===== config.mk =====
export PLATFORM = sky130hd
export DESIGN_NAME = hls8x2_mul_pipe
export DESIGN_NICKNAME = d
export VERILOG_FILES = /design/src/rtl/hls8x2_mul_pipe.sv
export SDC_FILE = /design/constraint.sdc
export NUM_CORES = 1
export LEC_CHECK = 0
export BUFFER_PORTS_ARGS = -buffer_cell sky130_fd_sc_hd__buf_2
export CAP_MARGIN = 20
export CORE_MARGIN = 5
export CORE_UTILIZATION = 30
export CTS_CLUSTER_DIAMETER = 120
export DETAILED_ROUTE_END_ITERATION = 16
export SYNTH_ARGS = -nofsm -noshare
export SYNTH_HDL_FRONTEND = slang
export SYNTH_SLANG_ARGS = --single-unit

===== constraint.sdc =====
create_clock -name clk -period 6.5 [get_ports clk]
set_clock_uncertainty 0.05 [all_clocks]
set_input_delay 0.325 -clock clk [delete_from_list [all_inputs] [get_ports clk]]
set_output_delay 0.325 -clock clk [all_outputs]
set_load 0.01 [all_outputs]

===== src/rtl/hls8x2_mul_pipe.sv =====
`default_nettype none
// ============================================================================
// Module      : hls8x2_mul_pipe
// Description : Parametrised pipelined multiplier for the HLS8x2 datapath.
//               It computes the full-width product of two operands, which
//               can be signed or unsigned. An optional right shift with
//               round-half-up is applied. The result then wraps or
//               saturates to the output width, and an overflow flag is
//               raised when it does not fit.
//               Latency is NUM_STAGE ce-qualified clock edges.
//               Throughput is one operand pair per ce cycle.
// Ports       : clk        - clock, all state on rising edge
//               reset      - synchronous active-high reset, priority over ce
//               ce         - pipeline advance enable (stall when low)
//               din_valid  - din0/din1 carry a valid operand pair
//               din0/din1  - operands A / B
//               dout_valid - dout/ovf carry a valid result
//               dout       - shifted, rounded, wrapped/saturated product
//               ovf        - result was outside the dout range
// Revision    : 1.0 - initial release
// ============================================================================
module hls8x2_mul_pipe #(
  parameter int DIN0_WIDTH = 16,
  parameter int DIN1_WIDTH = 16,
  parameter int DOUT_WIDTH = 16,
  parameter int NUM_STAGE  = 3,
  parameter int SIGNED     = 1,
  parameter int SHIFT      = 0,
  parameter int SAT_MODE   = 0
) (
  input  logic                  clk,
  input  logic                  reset,
  input  logic                  ce,
  input  logic                  din_valid,
  input  logic [DIN0_WIDTH-1:0] din0,
  input  logic [DIN1_WIDTH-1:0] din1,
  output logic                  dout_valid,
  output logic [DOUT_WIDTH-1:0] dout,
  output logic                  ovf
);

  // Full product width, and one extra bit so the rounding add cannot carry out.
  localparam int c_w  = DIN0_WIDTH + DIN1_WIDTH;
  localparam int c_rw = c_w + 1;
  // Range-check width: at least one bit wider than both the result and dout.
  // Then both the "fits" test and the truncation are plain slices,
  // whichever of the two is larger.
  localparam int c_xw = ((DOUT_WIDTH > c_rw) ? DOUT_WIDTH : c_rw) + 1;

  localparam logic [DOUT_WIDTH-1:0] c_smin = {1'b1, {(DOUT_WIDTH-1){1'b0}}};
  localparam logic [DOUT_WIDTH-1:0] c_smax = {1'b0, {(DOUT_WIDTH-1){1'b1}}};
  localparam logic [DOUT_WIDTH-1:0] c_umax = {DOUT_WIDTH{1'b1}};

  // Both operands are extended to the full product width before
  // multiplying. The low c_w bits of the product are then exact for signed
  // and unsigned operands. The most-negative squared case still fits.
  function automatic logic [c_w-1:0] f_mul(input logic [DIN0_WIDTH-1:0] a,
                                           input logic [DIN1_WIDTH-1:0] b);
    logic [c_w-1:0] ea;
    logic [c_w-1:0] eb;
    if (SIGNED != 0) begin
      ea = {{DIN1_WIDTH{a[DIN0_WIDTH-1]}}, a};
      eb = {{DIN0_WIDTH{b[DIN1_WIDTH-1]}}, b};
    end else begin
      ea = {{DIN1_WIDTH{1'b0}}, a};
      eb = {{DIN0_WIDTH{1'b0}}, b};
    end
    return ea * eb;
  endfunction

  // Product and valid entering the final (output) stage.
  logic [c_w-1:0] w_pp;
  logic           w_pv;

  generate
    if (NUM_STAGE == 1) begin : g_direct
      assign w_pp = f_mul(din0, din1);
      assign w_pv = din_valid;
    end else begin : g_piped
      logic [DIN0_WIDTH-1:0] r_a;
      logic [DIN1_WIDTH-1:0] r_b;
      logic                  r_av;
      logic [c_w-1:0]        w_prod;

      always_ff @(posedge clk) begin
        if (reset) begin
          r_a  <= '0;
          r_b  <= '0;
          r_av <= 1'b0;
        end else if (ce) begin
          r_a  <= din0;
          r_b  <= din1;
          r_av <= din_valid;
        end
      end

      assign w_prod = f_mul(r_a, r_b);

      if (NUM_STAGE == 2) begin : g_no_prod_reg
        assign w_pp = w_prod;
        assign w_pv = r_av;
      end else begin : g_prod_reg
        // The first entry registers the multiplier output. The rest are
        // balancing registers that retiming can pull into the multiplier.
        localparam int c_np = NUM_STAGE - 2;
        logic [c_w-1:0]  r_p [c_np];
        logic [c_np-1:0] r_pv;

        always_ff @(posedge clk) begin
          if (reset) begin
            for (int i = 0; i < c_np; i++) begin
              r_p[i] <= '0;
            end
            r_pv <= '0;
          end else if (ce) begin
            r_p[0]  <= w_prod;
            r_pv[0] <= r_av;
            for (int i = 1; i < c_np; i++) begin
              r_p[i]  <= r_p[i-1];
              r_pv[i] <= r_pv[i-1];
            end
          end
        end

        assign w_pp = r_p[c_np-1];
        assign w_pv = r_pv[c_np-1];
      end
    end
  endgenerate

  // Post-processing: extend, round, shift.
  logic [c_rw-1:0] w_pe;
  logic [c_rw-1:0] w_r;

  assign w_pe = (SIGNED != 0) ? {w_pp[c_w-1], w_pp} : {1'b0, w_pp};

  generate
    if (SHIFT == 0) begin : g_no_shift
      assign w_r = w_pe;
    end else begin : g_shift
      localparam logic [c_rw-1:0] c_half =
        {{(c_rw-1){1'b0}}, 1'b1} << (SHIFT - 1);
      logic        [c_rw-1:0] w_sum;
      logic signed [c_rw-1:0] w_sum_s;
      logic        [c_rw-1:0] w_sra;
      logic        [c_rw-1:0] w_srl;

      assign w_sum   = w_pe + c_half;
      // The shift is kept in its own signed statement so that it stays
      // arithmetic. A mixed-sign ternary would silently make it logical.
      assign w_sum_s = w_sum;
      assign w_sra   = w_sum_s >>> SHIFT;
      assign w_srl   = w_sum >> SHIFT;
      assign w_r     = (SIGNED != 0) ? w_sra : w_srl;
    end
  endgenerate

  // Range check and wrap/saturate.
  logic [c_xw-1:0]       w_rx;
  logic                  w_fit;
  logic                  w_ovf;
  logic [DOUT_WIDTH-1:0] w_dout;

  always_comb begin
    w_rx  = {{(c_xw-c_rw){(SIGNED != 0) & w_r[c_rw-1]}}, w_r};
    w_fit = 1'b1;
    if (SIGNED != 0) begin
      // Fits when every bit from the dout sign bit upward is identical.
      w_fit = (&w_rx[c_xw-1:DOUT_WIDTH-1]) | ~(|w_rx[c_xw-1:DOUT_WIDTH-1]);
    end else begin
      w_fit = ~(|w_rx[c_xw-1:DOUT_WIDTH]);
    end
    w_ovf  = ~w_fit;
    w_dout = w_rx[DOUT_WIDTH-1:0];
    if ((SAT_MODE != 0) && w_ovf) begin
      if (SIGNED != 0) begin
        w_dout = w_rx[c_xw-1] ? c_smin : c_smax;
      end else begin
        w_dout = c_umax;
      end
    end
  end

  // Output stage.
  logic [DOUT_WIDTH-1:0] r_dout;
  logic                  r_ovf;
  logic                  r_dv;

  always_ff @(posedge clk) begin
    if (reset) begin
      r_dout <= '0;
      r_ovf  <= 1'b0;
      r_dv   <= 1'b0;
    end else if (ce) begin
      r_dout <= w_dout;
      r_ovf  <= w_ovf;
      r_dv   <= w_pv;
    end
  end

  assign dout       = r_dout;
  assign ovf        = r_ovf;
  assign dout_valid = r_dv;

endmodule
`default_nettype wire


[Yosys cells after proc, flatten, opt, wreduce, memory -nomap -nowiden]
Memories as Yosys holds them, arrays and structs flattened.
Index checks and enable logic that the tools add are counted.
Storage, ports and cells
  bits of input ports: 36
  memories: 1
  register bits: 52
  bits in writable memories: 32
  latch bits: 0
  logic and storage cells: 22
  output and inout port bits: 18
  memory bits (read-only): 0
Operators by class
  order comparisons: 0
  shifts and indexed selects: 0
  div/mod/pow operators: 0
  $add $sub $neg: 0
  muxes and demuxes: 7
  bitwise logic cells: 3
  multiply operators: 1
  reductions and logical operators: 3
  equal/unequal tests: 0
Memories
  g_piped.g_prod_reg.r_p: depth 1, width 32, read ports 1, clocked after memory_dff 0, write ports 1, line 106  | logic [c_w-1:0] r_p [c_np];
Operator list (number)
  16-bit by 16-bit multiplier with 32-bit output: 1
  32-bit 2-to-1 mux: 1
  32-bit OR reduction: 1
  17-bit AND reduction: 1
  17-bit OR reduction: 1
  1-bit 2-to-1 mux: 6
  1-bit NOT: 2
  1-bit bitwise OR: 1

[Logic depth before layout (Yosys ltp)]
Gate-level depths: netlist of run 1.
  word-level depth: 5
  mapped depth: 24
  depth with buffers taken out: 21

[Worst setup path before layout of run 1]
OpenSTA, ideal clock, no wires.
  path kind: register -> register
  start: reg g_piped.r_a[15]
  end: mem g_piped.g_prod_reg.r_p[0][31] in the netlist's numbering, data pin
  data arrival time: 5.604 ns
  path slack: 0.580 ns
  buffers on the path: 1
  period minus slack after synthesis: 5.920 ns
  cell stages (with the launch flop): 21
  library setup time: 0.266 ns
  required time: 6.184 ns
  path through: dfxtp_1 -> clkbuf_1 -> nand2_1 -> inv_1 -> fa_1 -> fa_1 -> fa_1 -> fa_1 -> fa_1 -> inv_1 -> fa_1 -> inv_1 -> ha_1 -> a21oi_1 -> o21bai_1 -> a21oi_1 -> o21ai_1 -> a211oi_2 -> o31ai_2 -> xnor2_1 -> nor2_1
On the way
  longest elaborated chain between the ends: 2
Ends and longest elaborated chain
  from (decl): line 80  | logic [DIN0_WIDTH-1:0] r_a;
  from (signal assigned): line 91  | r_a <= din0;
  16-bit by 16-bit multiplier with 32-bit output: line 68  | return ea * eb;
  32-bit 2-to-1 mux (no source line)
  to (decl): line 106
No other way between the ends.

[Worst setup path after layout of run 1]
  start: reg g_piped.r_a[6]
  end: mem g_piped.g_prod_reg.r_p[0][31] in the netlist's numbering, data pin
The elaborated chain is that of the path after synthesis.

==> flow_metrics.tcl, run 1 <==
set metrics [dict create \
    leakage_nw 7.08 \
    crit_family "adder cells" \
    synth-seq-cells 84 \
    synth-seq-area-share_pct 15.6 \
    die_x_um 217 \
    overflow 0 \
    busiest_layer "met2" \
    synth_nets 1722 \
    ys.flop_type "dfxtp_1" \
    grt_pass1_wl_um 52100 \
    finalCritPeriodShare_pct 95.6 \
    grt_use_met2_pct 23.4 \
    drc 0 \
    synth.cell_area_mm2 0.0128 \
    max_freq_mhz 161 \
    post_cts_buffers 0 \
    place_congestion 0.854 \
    synthTopCellsByCount "286 x inv_1, 262 x fa_1, 136 x nand2_1" \
    fin_crit_ps 6210 \
    clockBufferDepth 2 \
    postSynthAreaPerCell_um2 9.57 \
    cp_slowest_cell "dfxtp_1" \
    critPathMaxFanout 12 \
    wire_per_inst_um 15.8 \
    area_delta_synth_final_pct 10.3 \
    synth-edff-count 32 \
    setup_tns_ps 0 \
    cpMostUsedCell "fa_1" \
    status "finished, final reports clean" \
    critical-path-max-stage-delay_ps 700 \
    grt_setup_unrepaired "false" \
    die_h_um 217 \
    cts_buffers 9 \
    yosys_warnings 0 \
    arrival_ps 6270 \
    finalMaxSlewViolations 0 \
    ys_async_sr_fraction_pct 0 \
    grt_max_degree 57 \
    clk_latency_ps 360 \
    ios 54 \
    critPathBufInv 5 \
    start_util_pct 30.5 \
    synth.distinct_cells 45 \
    num_vias 8940 \
    fillers 4314 \
    nets 1774 \
    clk_pin_slew_ps 70 \
    vdd_drop_max_mv 0.132 \
    relSlewSlack_pct 33.7 \
    use_met1_pct 18.7 \
    path_class "flop to flop" \
    die_area_mm2 0.0470 \
    antenna_left 0 \
    worstSetupStartpointType "flop" \
    grt.total_usage_pct 13.7 \
    synth_top_area_share_pct 40.8 \
    core_mm2 0.0421 \
    cts_htree_levels 3 \
    r2r_slack_ps 290 \
    fin_hold_ws_ps 154 \
    cp-startpoint "g_piped.r_a[6]" \
    antenna_found_initial 0 \
    portBuffers 53 \
    clockRootBuffer "clkbuf_16" \
    antenna_cells 0 \
    final-hold-violation-count 0 \
    synthCells 1342 \
    cts_tree "built" \
    wl_um 30600 \
    grt_pass1_vias 9997 \
    power_density_mw_per_mm2 146 \
    firstDrtPassIters 5 \
    hp-class "input port to flop" \
    reg2reg_from "g_piped.r_a[6]" \
    setup_violations 0 \
    ys_top_cells_by_area "fa_1 41%, inv_1 8.4%, dfxtp_1 8.1%, ha_1 8.0%, edfxtp_1 7.5%" \
    cp_data_required_time_ps 6560 \
    cts.sinks 84 \
    drt-initial-drc-count 435 \
    dp_hpwl_um 25100 \
    grt_util_met3_pct 2.02 \
    rows 75 \
    end_kind "flop" \
    drive_gt1_share_pct 8.93 \
    holdCritStartpoint "din1[15]" \
    yosysMostFrequentCell "inv_1" \
    viasPerCell 4.61 \
    synth_top_area_cell "fa_1" \
    maxCapViolations 0 \
    path_cells "nand2_1 -> fa_1 -> inv_1 -> fa_1 -> inv_1 -> fa_1 -> inv_1 -> fa_1 -> fa_1 -> inv_1 -> fa_1 -> inv_1 -> ha_1 -> a211oi_1 -> o21ai_0 -> o211ai_1 -> o211ai_2 -> a211oi_2 -> o31ai_2 -> xnor2_1 -> nor2_1" \
    worst_pin_slew_ps 994 \
]
==> cell usage in the layout, fill, tap and decap left out, types with 17 or more instances in the layout <==
master    instances
dfxtp_1          44
nor2_1           97
ha_1             82
buf_4            40
buf_2            52
edfxtp_1         32
fa_1            262
nand2_1         136
xnor2_1          17
inv_1           286
a21oi_1          19
mux2i_1          51
o21ai_0          17
and2_1          126
==> power by group <==
group	leakage, nW	switching (mW)	total (mW)	internal [mW]
Clock	0.143	0.247	0.512	0.265
Sequential	0.785	0.0598	0.660	0.600
Combinational	6.16	0.522	0.897	0.375
Total	7.08	0.829	2.07	1.24
==> state kept, by name (all words and copies together), names as in the netlist <==
signal / count
ovf: 1
dout: 16
g_piped.r_a: 16
g_piped.r_b: 16
dout_valid: 1
g_piped.g_prod_reg.r_p: 32
g_piped.r_av: 1
g_piped.g_prod_reg.r_pv: 1
==> final cells by class <==
cell class / count / area (um^2) / area share [%]
clock inverters: 7 / 53.8 / 0.380
clock buffers: 9 / 225 / 1.59
flip-flops and latches: 84 / 2010 / 14.2
well taps: 539 / 674 / 4.76
repair buffers: 92 / 561 / 3.96
multi-input cells: 921 / 9570 / 67.5
inverters: 286 / 1070 / 7.58
==> worst reg2reg max path, stage by stage, from the launching register on <==
cell      delay (ps)
dfxtp_1          700
nand2_1          160
fa_1             530
inv_1             50
fa_1             500
inv_1             50
fa_1             530
inv_1             50
fa_1             480
fa_1             500
inv_1             50
fa_1             490
inv_1             50
ha_1             380
a211oi_1         230
o21ai_0          150
o211ai_1         140
o211ai_2         200
a211oi_2         320
o31ai_2          130
xnor2_1          180
nor2_1            60
==> logic make-up after synthesis <==
| kind of cell | count (synthesis) | synth area share, % |
|---|---|---|
| compound gates | 87 | 4.53 |
| xor+xnor | 25 | 1.70 |
| mux | 51 | 3.97 |
| buf+inv | 337 | 9.90 |
| fa+ha+maj | 344 | 48.8 |
| flops | 84 | 15.6 |
| simple gates | 414 | 15.5 |
==> metrics by stage <==
step	setup WS (ps)	instances	area, um^2	power (mW)	utilization (%)
after floorplan	580	1342	12800	1.30	-
after global placement	193	1922	13900	1.56	32.9
after detailed placement	112	1922	13900	1.57	32.9
after CTS	163	1938	14200	2.09	33.6
after global routing	7.51	1938	14200	2.24	33.6
final	288	1938	14200	2.07	33.6
==> worst paths after layout <==
check	cells past startpoint	end
setup / recovery	21	g_piped.g_prod_reg.r_p[0][31]
hold / removal	3	g_piped.r_b[15]
setup reg to reg	21	g_piped.g_prod_reg.r_p[0][31]
hold reg to reg	2	ovf
==> what timing repair did <==
action	CTS	global route
hold buffers	0	0
resized for setup	0	8
endpoints found under the setup margin	0	6
==> layer usage <==
layer / share of wire (%) / wire (um) / vias to the layer above
li1: - / - / 4159
met1: 45 / 13800 / 4588
met2: 50 / 15200 / 163
met3: 4.2 / 1280 / 30
met4: 1.3 / 384 / 0
met5: 0 / 0 / -
Power figures use the tool's default switching activity.
==> run 2, diff against run 1 <==
CORE_UTILIZATION = 46   (was 30)
clock period = 8.1 ns   (was 6.5 ns; I/O delays follow)
==> run 2 against run 1 <==
Combinational power shrank 23%. Count of clock-buffer cells in the layout grew 1. Critical path depth is the same. First-iteration DRC count grew 3.0%. Wire length grew 0.15%. Register-to-register slack gained 1300 ps. Setup slack gained 1300 ps. Global-route usage grew 7.3 points. Die area shrank 33%.
==> flow_metrics.tcl, run 2 (same netlist as run 1, synthesis figures left out) <==
set metrics [dict create \
    portBuffers 53 \
    clockBufferDepth 2 \
    postCtsResizedCells 0 \
    nets 1741 \
    grt_max_degree 57 \
    worstSetupStartpointType "flop" \
    start_util_pct 46.4 \
    die_h_um 177 \
    final_cell_mix "286 x inv_1, 262 x fa_1, 136 x nand2_1" \
    hold_depth 3 \
    num_vias 8893 \
    grt.total_usage_pct 20.9 \
    firstDrtPassIters 5 \
    fin_cells 1744 \
    leakage_nw 6.89 \
    path_class "flop to flop" \
    min_delay_worst_endpoint "g_piped.r_a[14]" \
    cts_buffers 9 \
    path_cells "nand2_1 -> fa_1 -> inv_1 -> fa_1 -> inv_1 -> fa_1 -> inv_1 -> fa_1 -> fa_1 -> inv_1 -> fa_1 -> inv_1 -> ha_1 -> and3_1 -> nand4_1 -> nand4b_1 -> nand2_1 -> nand3_1 -> a31oi_1 -> or3_1 -> nand3_1" \
    worst_pin_slew_ps 1030 \
    status "finished, final reports clean" \
    grt_setup_unrepaired "false" \
    final_common_cell "inv_1" \
    cts_tree "built" \
    reg2reg_from "g_piped.r_a[7]" \
    total_power_mw 1.65 \
    utilization_pct 49.5 \
    critical-path-max-stage-delay_ps 890 \
    wl_um 30700 \
    clk_latency_ps 370 \
    core_mm2 0.0277 \
    hp-class "input port to flop" \
    finalCritPeriodShare_pct 80.7 \
    drc 0 \
    grt_pass1_vias 9802 \
    cts.sinks 84 \
    cpMostUsedCell "fa_1" \
    clk_pin_slew_ps 80 \
    fin_crit_ps 6530 \
    critPathMaxFanout 17 \
    cp_data_required_time_ps 8160 \
    largest_reg_flops 32 \
    finalMaxSlewViolations 0 \
    placed_cell_area_mm2 0.0134 \
    antenna_found_initial 0 \
    fillers 2672 \
    worst_slack_ps 1570 \
    regMostFlops "g_piped.g_prod_reg.r_p" \
    fin_hold_ws_ps 218 \
    max_freq_mhz 153 \
    viasPerCell 5.10 \
    setup_tns_ps 0 \
    holdBufCountCts 0 \
    drt-initial-drc-count 448 \
    final-hold-violation-count 0 \
    cp_slowest_cell "dfxtp_1" \
    wire_per_inst_um 17.6 \
    antenna_cells 0 \
    reg2reg_depth 21 \
    area_delta_synth_final_pct 6.74 \
    dp_slack_ps 1580 \
    cts_htree_levels 3 \
    maxCapViolations 0 \
    ios 54 \
    r2r_slack_ps 1570 \
    end_kind "flop" \
    relSlewSlack_pct 31.2 \
    rows 61 \
    grt_pass1_wl_um 51200 \
    die_x_um 177 \
    die_area_mm2 0.0314 \
    holdCritStartpoint "din0[14]" \
    arrival_ps 6590 \
    final_area_mm2 0.0137 \
    dp_hpwl_um 24400 \
    post_cts_buffers 0 \
    vdd_drop_max_mv 0.0843 \
    clockRootBuffer "clkbuf_16" \
    power_density_mw_per_mm2 120 \
    overflow 0 \
    place_congestion 0.848 \
    antenna_left 0 \
    worst_r2r_endpoint "g_piped.g_prod_reg.r_p[0][30]" \
    drive_gt1_share_pct 6.08 \
    dp_cells 1728 \
    setup_violations 0 \
]
run 2: cell types whose count changed in the layout (fill, tap and decap cells not counted):
cell        change
buf_4          -33
dfxtp_1         +8
dfxtp_2         -8
clkinvlp_4      +3
clkinv_2        -2
clkinv_4        +2
inv_6           -2
clkbuf_1        +1
inv_4           -1
inv_8           -1
run 2: power by group:
group          internal [mW]  switching (mW)
Clock                  0.211           0.202
Sequential             0.481          0.0637
Combinational          0.289           0.400
run 2: area by class of cell:
| class | instances | area (um^2) | area share, % |
|---|---|---|---|
| Clock buffer | 10 | 229 | 1.67 |
| Clock inverter | 6 | 48.8 | 0.356 |
| Inverter | 286 | 1070 | 7.83 |
| Multi-Input combinational cell | 921 | 9570 | 69.8 |
| Sequential cell | 84 | 2000 | 14.6 |
| Tap cell | 378 | 473 | 3.45 |
| Timing Repair Buffer | 59 | 313 | 2.28 |
run 2: worst max-delay path, delay by kind of cell, from the launching register on:
kind	cells	cell delay, ps
buffers and inverters	5	260
adders and majority gates	7	3380
and+or+nand+nor	8	1390
DFF	1	890
AOI/OAI and AO/OA	1	300
run 2: how the worst max path moves through the flow:
| stage | start | end | slack, ps | cells past startpoint |
|---|---|---|---|---|
| after floorplan | g_piped.r_a[15] | g_piped.g_prod_reg.r_p[0][31] | 2180 | 20 |
| after global placement | g_piped.r_b[4] | g_piped.g_prod_reg.r_p[0][31] | 1690 | 19 |
| after detailed placement | g_piped.r_b[4] | g_piped.g_prod_reg.r_p[0][31] | 1580 | 19 |
| after CTS | g_piped.r_b[4] | g_piped.g_prod_reg.r_p[0][31] | 1580 | 19 |
| after global routing | g_piped.r_b[1] | g_piped.g_prod_reg.r_p[0][31] | 1170 | 19 |
| final | g_piped.r_a[7] | g_piped.g_prod_reg.r_p[0][30] | 1570 | 21 |
run 2: layer usage:
| layer | GRT usage (%) | up-vias | part of all wire, % |
|---|---|---|---|
| met5 | 0 | - | 0 |
| met4 | 6.16 | 0 | 2.4 |
| met3 | 2.22 | 45 | 2.9 |
| met2 | 38.0 | 175 | 54 |
| met1 | 26.4 | 4582 | 41 |
| li1 | - | 4091 | - |
==> run 3, diff against run 2 <==
ABC_AREA = 1   (was not set)
clock period = 5.93 ns   (was 8.1 ns; I/O delays follow)
==> run 3 against run 2 <==
Synthesized cell count grew 26%. Non-clock buffer count up 46. Wire length increased by 13%. Largest power group unchanged. Critical path type unchanged. Critical endpoint is now g_piped.g_prod_reg.r_p[0][20]. Sequential power grew 28%. Area after synthesis is 5.8% higher.
==> flow_metrics.tcl, run 3 <==
set metrics [dict create \
    reg2reg_from "g_piped.r_a[5]" \
    drc 0 \
    finalMaxSlewViolations 0 \
    firstDrtPassIters 7 \
    holdCritStartpoint "din0[12]" \
    fillers 2890 \
    final_cell_mix "490 x inv_1, 431 x nand2_1, 260 x fa_1" \
    postSynthAreaPerCell_um2 8.01 \
    worstSetupStartpointType "flop" \
    multi_input_area_mm2 0.00949 \
    clockRootBuffer "clkbuf_16" \
    status "finished, final reports clean" \
    synth_top_area_share_pct 38.6 \
    cp_slowest_cell "fa_1" \
    grt_pass1_vias 10905 \
    synth-seq-area-share_pct 14.7 \
    die_area_mm2 0.0331 \
    dp_slack_ps -98.2 \
    cp_data_required_time_ps 5990 \
    synthCells 1696 \
    maxCapViolations 0 \
    hp-class "input port to flop" \
    start_util_pct 46.2 \
    nets 2118 \
    cts_buffers 9 \
    synth.cell_area_mm2 0.0136 \
    min_delay_worst_endpoint "g_piped.r_a[12]" \
    seqCellArea_mm2 0.00202 \
    final_common_cell "inv_1" \
    final-hold-violation-count 0 \
    end_kind "flop" \
    regMostFlops "g_piped.g_prod_reg.r_p" \
    num_vias 10368 \
    synth.distinct_cells 36 \
    clockBufferDepth 2 \
    core_mm2 0.0294 \
    area_delta_synth_final_pct 9.84 \
    worst_pin_slew_ps 728 \
    cts_htree_levels 3 \
    synthTopCellsByCount "491 x inv_1, 431 x nand2_1, 262 x fa_1" \
    relSlewSlack_pct 51.4 \
    synth-edff-count 32 \
    clk_pin_slew_ps 80 \
    arrival_ps 5730 \
    synth_top_area_cell "fa_1" \
    antenna_found_initial 0 \
    critPathMaxFanout 10 \
    clk_latency_ps 370 \
    yosys_warnings 0 \
    vdd_drop_max_mv 0.149 \
    portBuffers 53 \
    cp_num_cells 20 \
    ys_top_cells_by_area "fa_1 39%, inv_1 14%, nand2_1 12%, dfxtp_1 7.7%, ha_1 7.6%" \
    ys.flop_type "dfxtp_1" \
    overflow 0 \
    largest_reg_flops 32 \
    cpMostUsedCell "fa_1" \
    path_cells "buf_4 -> nand2_1 -> inv_1 -> fa_1 -> inv_1 -> fa_1 -> fa_1 -> fa_1 -> inv_1 -> fa_1 -> fa_1 -> ha_1 -> a21oi_1 -> nand2_1 -> inv_1 -> nand2_1 -> a21oi_1 -> nand2_1 -> nor2_1 -> nor2_2" \
    grt_max_degree 57 \
    drive_gt1_share_pct 9.93 \
    power_density_mw_per_mm2 158 \
    ys_async_sr_fraction_pct 0 \
    total_power_mw 2.36 \
    cts_tree "built" \
    reg2reg_depth 20 \
    drt-initial-drc-count 587 \
    antenna_left 0 \
    path_class "flop to flop" \
    ios 54 \
    hold_depth 3 \
    fin_crit_ps 5670 \
    critical-path-max-stage-delay_ps 540 \
    setup_violations 0 \
    finalCritPeriodShare_pct 95.6 \
    synth_nets 2076 \
    grt_setup_unrepaired "false" \
    holdBufCountCts 0 \
    max_freq_mhz 176 \
    wl_um 34600 \
    utilization_pct 50.8 \
    synth-seq-cells 84 \
    dp_hpwl_um 29400 \
    r2r_slack_ps 260 \
    place_congestion 0.892 \
    yosysMostFrequentCell "inv_1" \
    crit_family "adder cells" \
    worst_r2r_endpoint "g_piped.g_prod_reg.r_p[0][20]" \
    die_x_um 182 \
    die_h_um 182 \
    rows 63 \
    worst_slack_ps 261 \
    viasPerCell 4.86 \
    critPathBufInv 5 \
    grt_pass1_wl_um 57700 \
    wire_per_inst_um 16.2 \
    cts.sinks 84 \
    leakage_nw 8.69 \
    grt.total_usage_pct 22.0 \
]
==> run 3: routing by layer <==
metal	track usage, %	up-vias	wire (um)
met5	0	-	0
met4	3.45	0	521
met3	3.47	40	1850
met2	35.6	232	16200
met1	32.0	5129	16100
li1	-	4967	-
==> run 3: kinds of logic (layout without fill, tap and decap cells) <==
family	after synthesis	in the layout	share of synthesized area (%)
compound gates	113	113	5.68
xor+xnor	4	4	0.258
fa+ha+maj	344	344	46.2
buf+inv	569	616	15.8
flops	84	84	14.7
other cells	0	1	0
simple gates	582	582	17.3
==> run 3: stage by stage <==
step | setup TNS, ps | area, um^2 | instances | hold slack, ps
2_1_floorplan | 0 | 13600 | 1696 | 359
3_3_place_gp | -25.3 | 14600 | 2117 | 384
3_5_place_dp | -133 | 14600 | 2117 | 387
4_1_cts | 0 | 14900 | 2133 | 61.6
5_1_grt | 0 | 14900 | 2133 | 75.6
6_report | 0 | 14900 | 2134 | 70.1
==> run 3: where the power goes <==
part           switching (mW)  internal (mW)
logic                   0.655          0.394
clock network           0.305          0.301
registers              0.0456          0.654
total                    1.01           1.35
==> run 3: worst min-delay path, cell delays in order <==
cell     delay (ps)
buf_2            80
nand2_1          40
o21ai_0          50
==> run 3: how the worst max path moves through the flow <==
stage	startpoint	end	slack, ps
2_1_floorplan	g_piped.r_a[15]	g_piped.g_prod_reg.r_p[0][29]	210
3_3_place_gp	g_piped.r_a[15]	g_piped.g_prod_reg.r_p[0][28]	-30
3_5_place_dp	g_piped.r_a[15]	g_piped.g_prod_reg.r_p[0][28]	-100
4_1_cts	g_piped.r_b[1]	g_piped.g_prod_reg.r_p[0][29]	40
5_1_grt	g_piped.r_a[15]	g_piped.g_prod_reg.r_p[0][29]	5
6_report	g_piped.r_a[5]	g_piped.g_prod_reg.r_p[0][20]	260
==> run 3: final cells by class <==
type | instances | area share (%)
repair buffers | 105 | 5.06
diodes | 1 | 0.0168
clock buffers | 9 | 1.51
well taps | 390 | 3.27
multi-input cells | 1043 | 63.6
inverters | 495 | 12.5
flip-flops and latches | 84 | 13.5
clock inverters | 7 | 0.545
==> run 3: repair_timing <==
item	CTS	global route
pin swaps	0	2
setup buffers	0	0
setup endpoints to repair	3	13
cloned	0	0
resized for setup	2	23
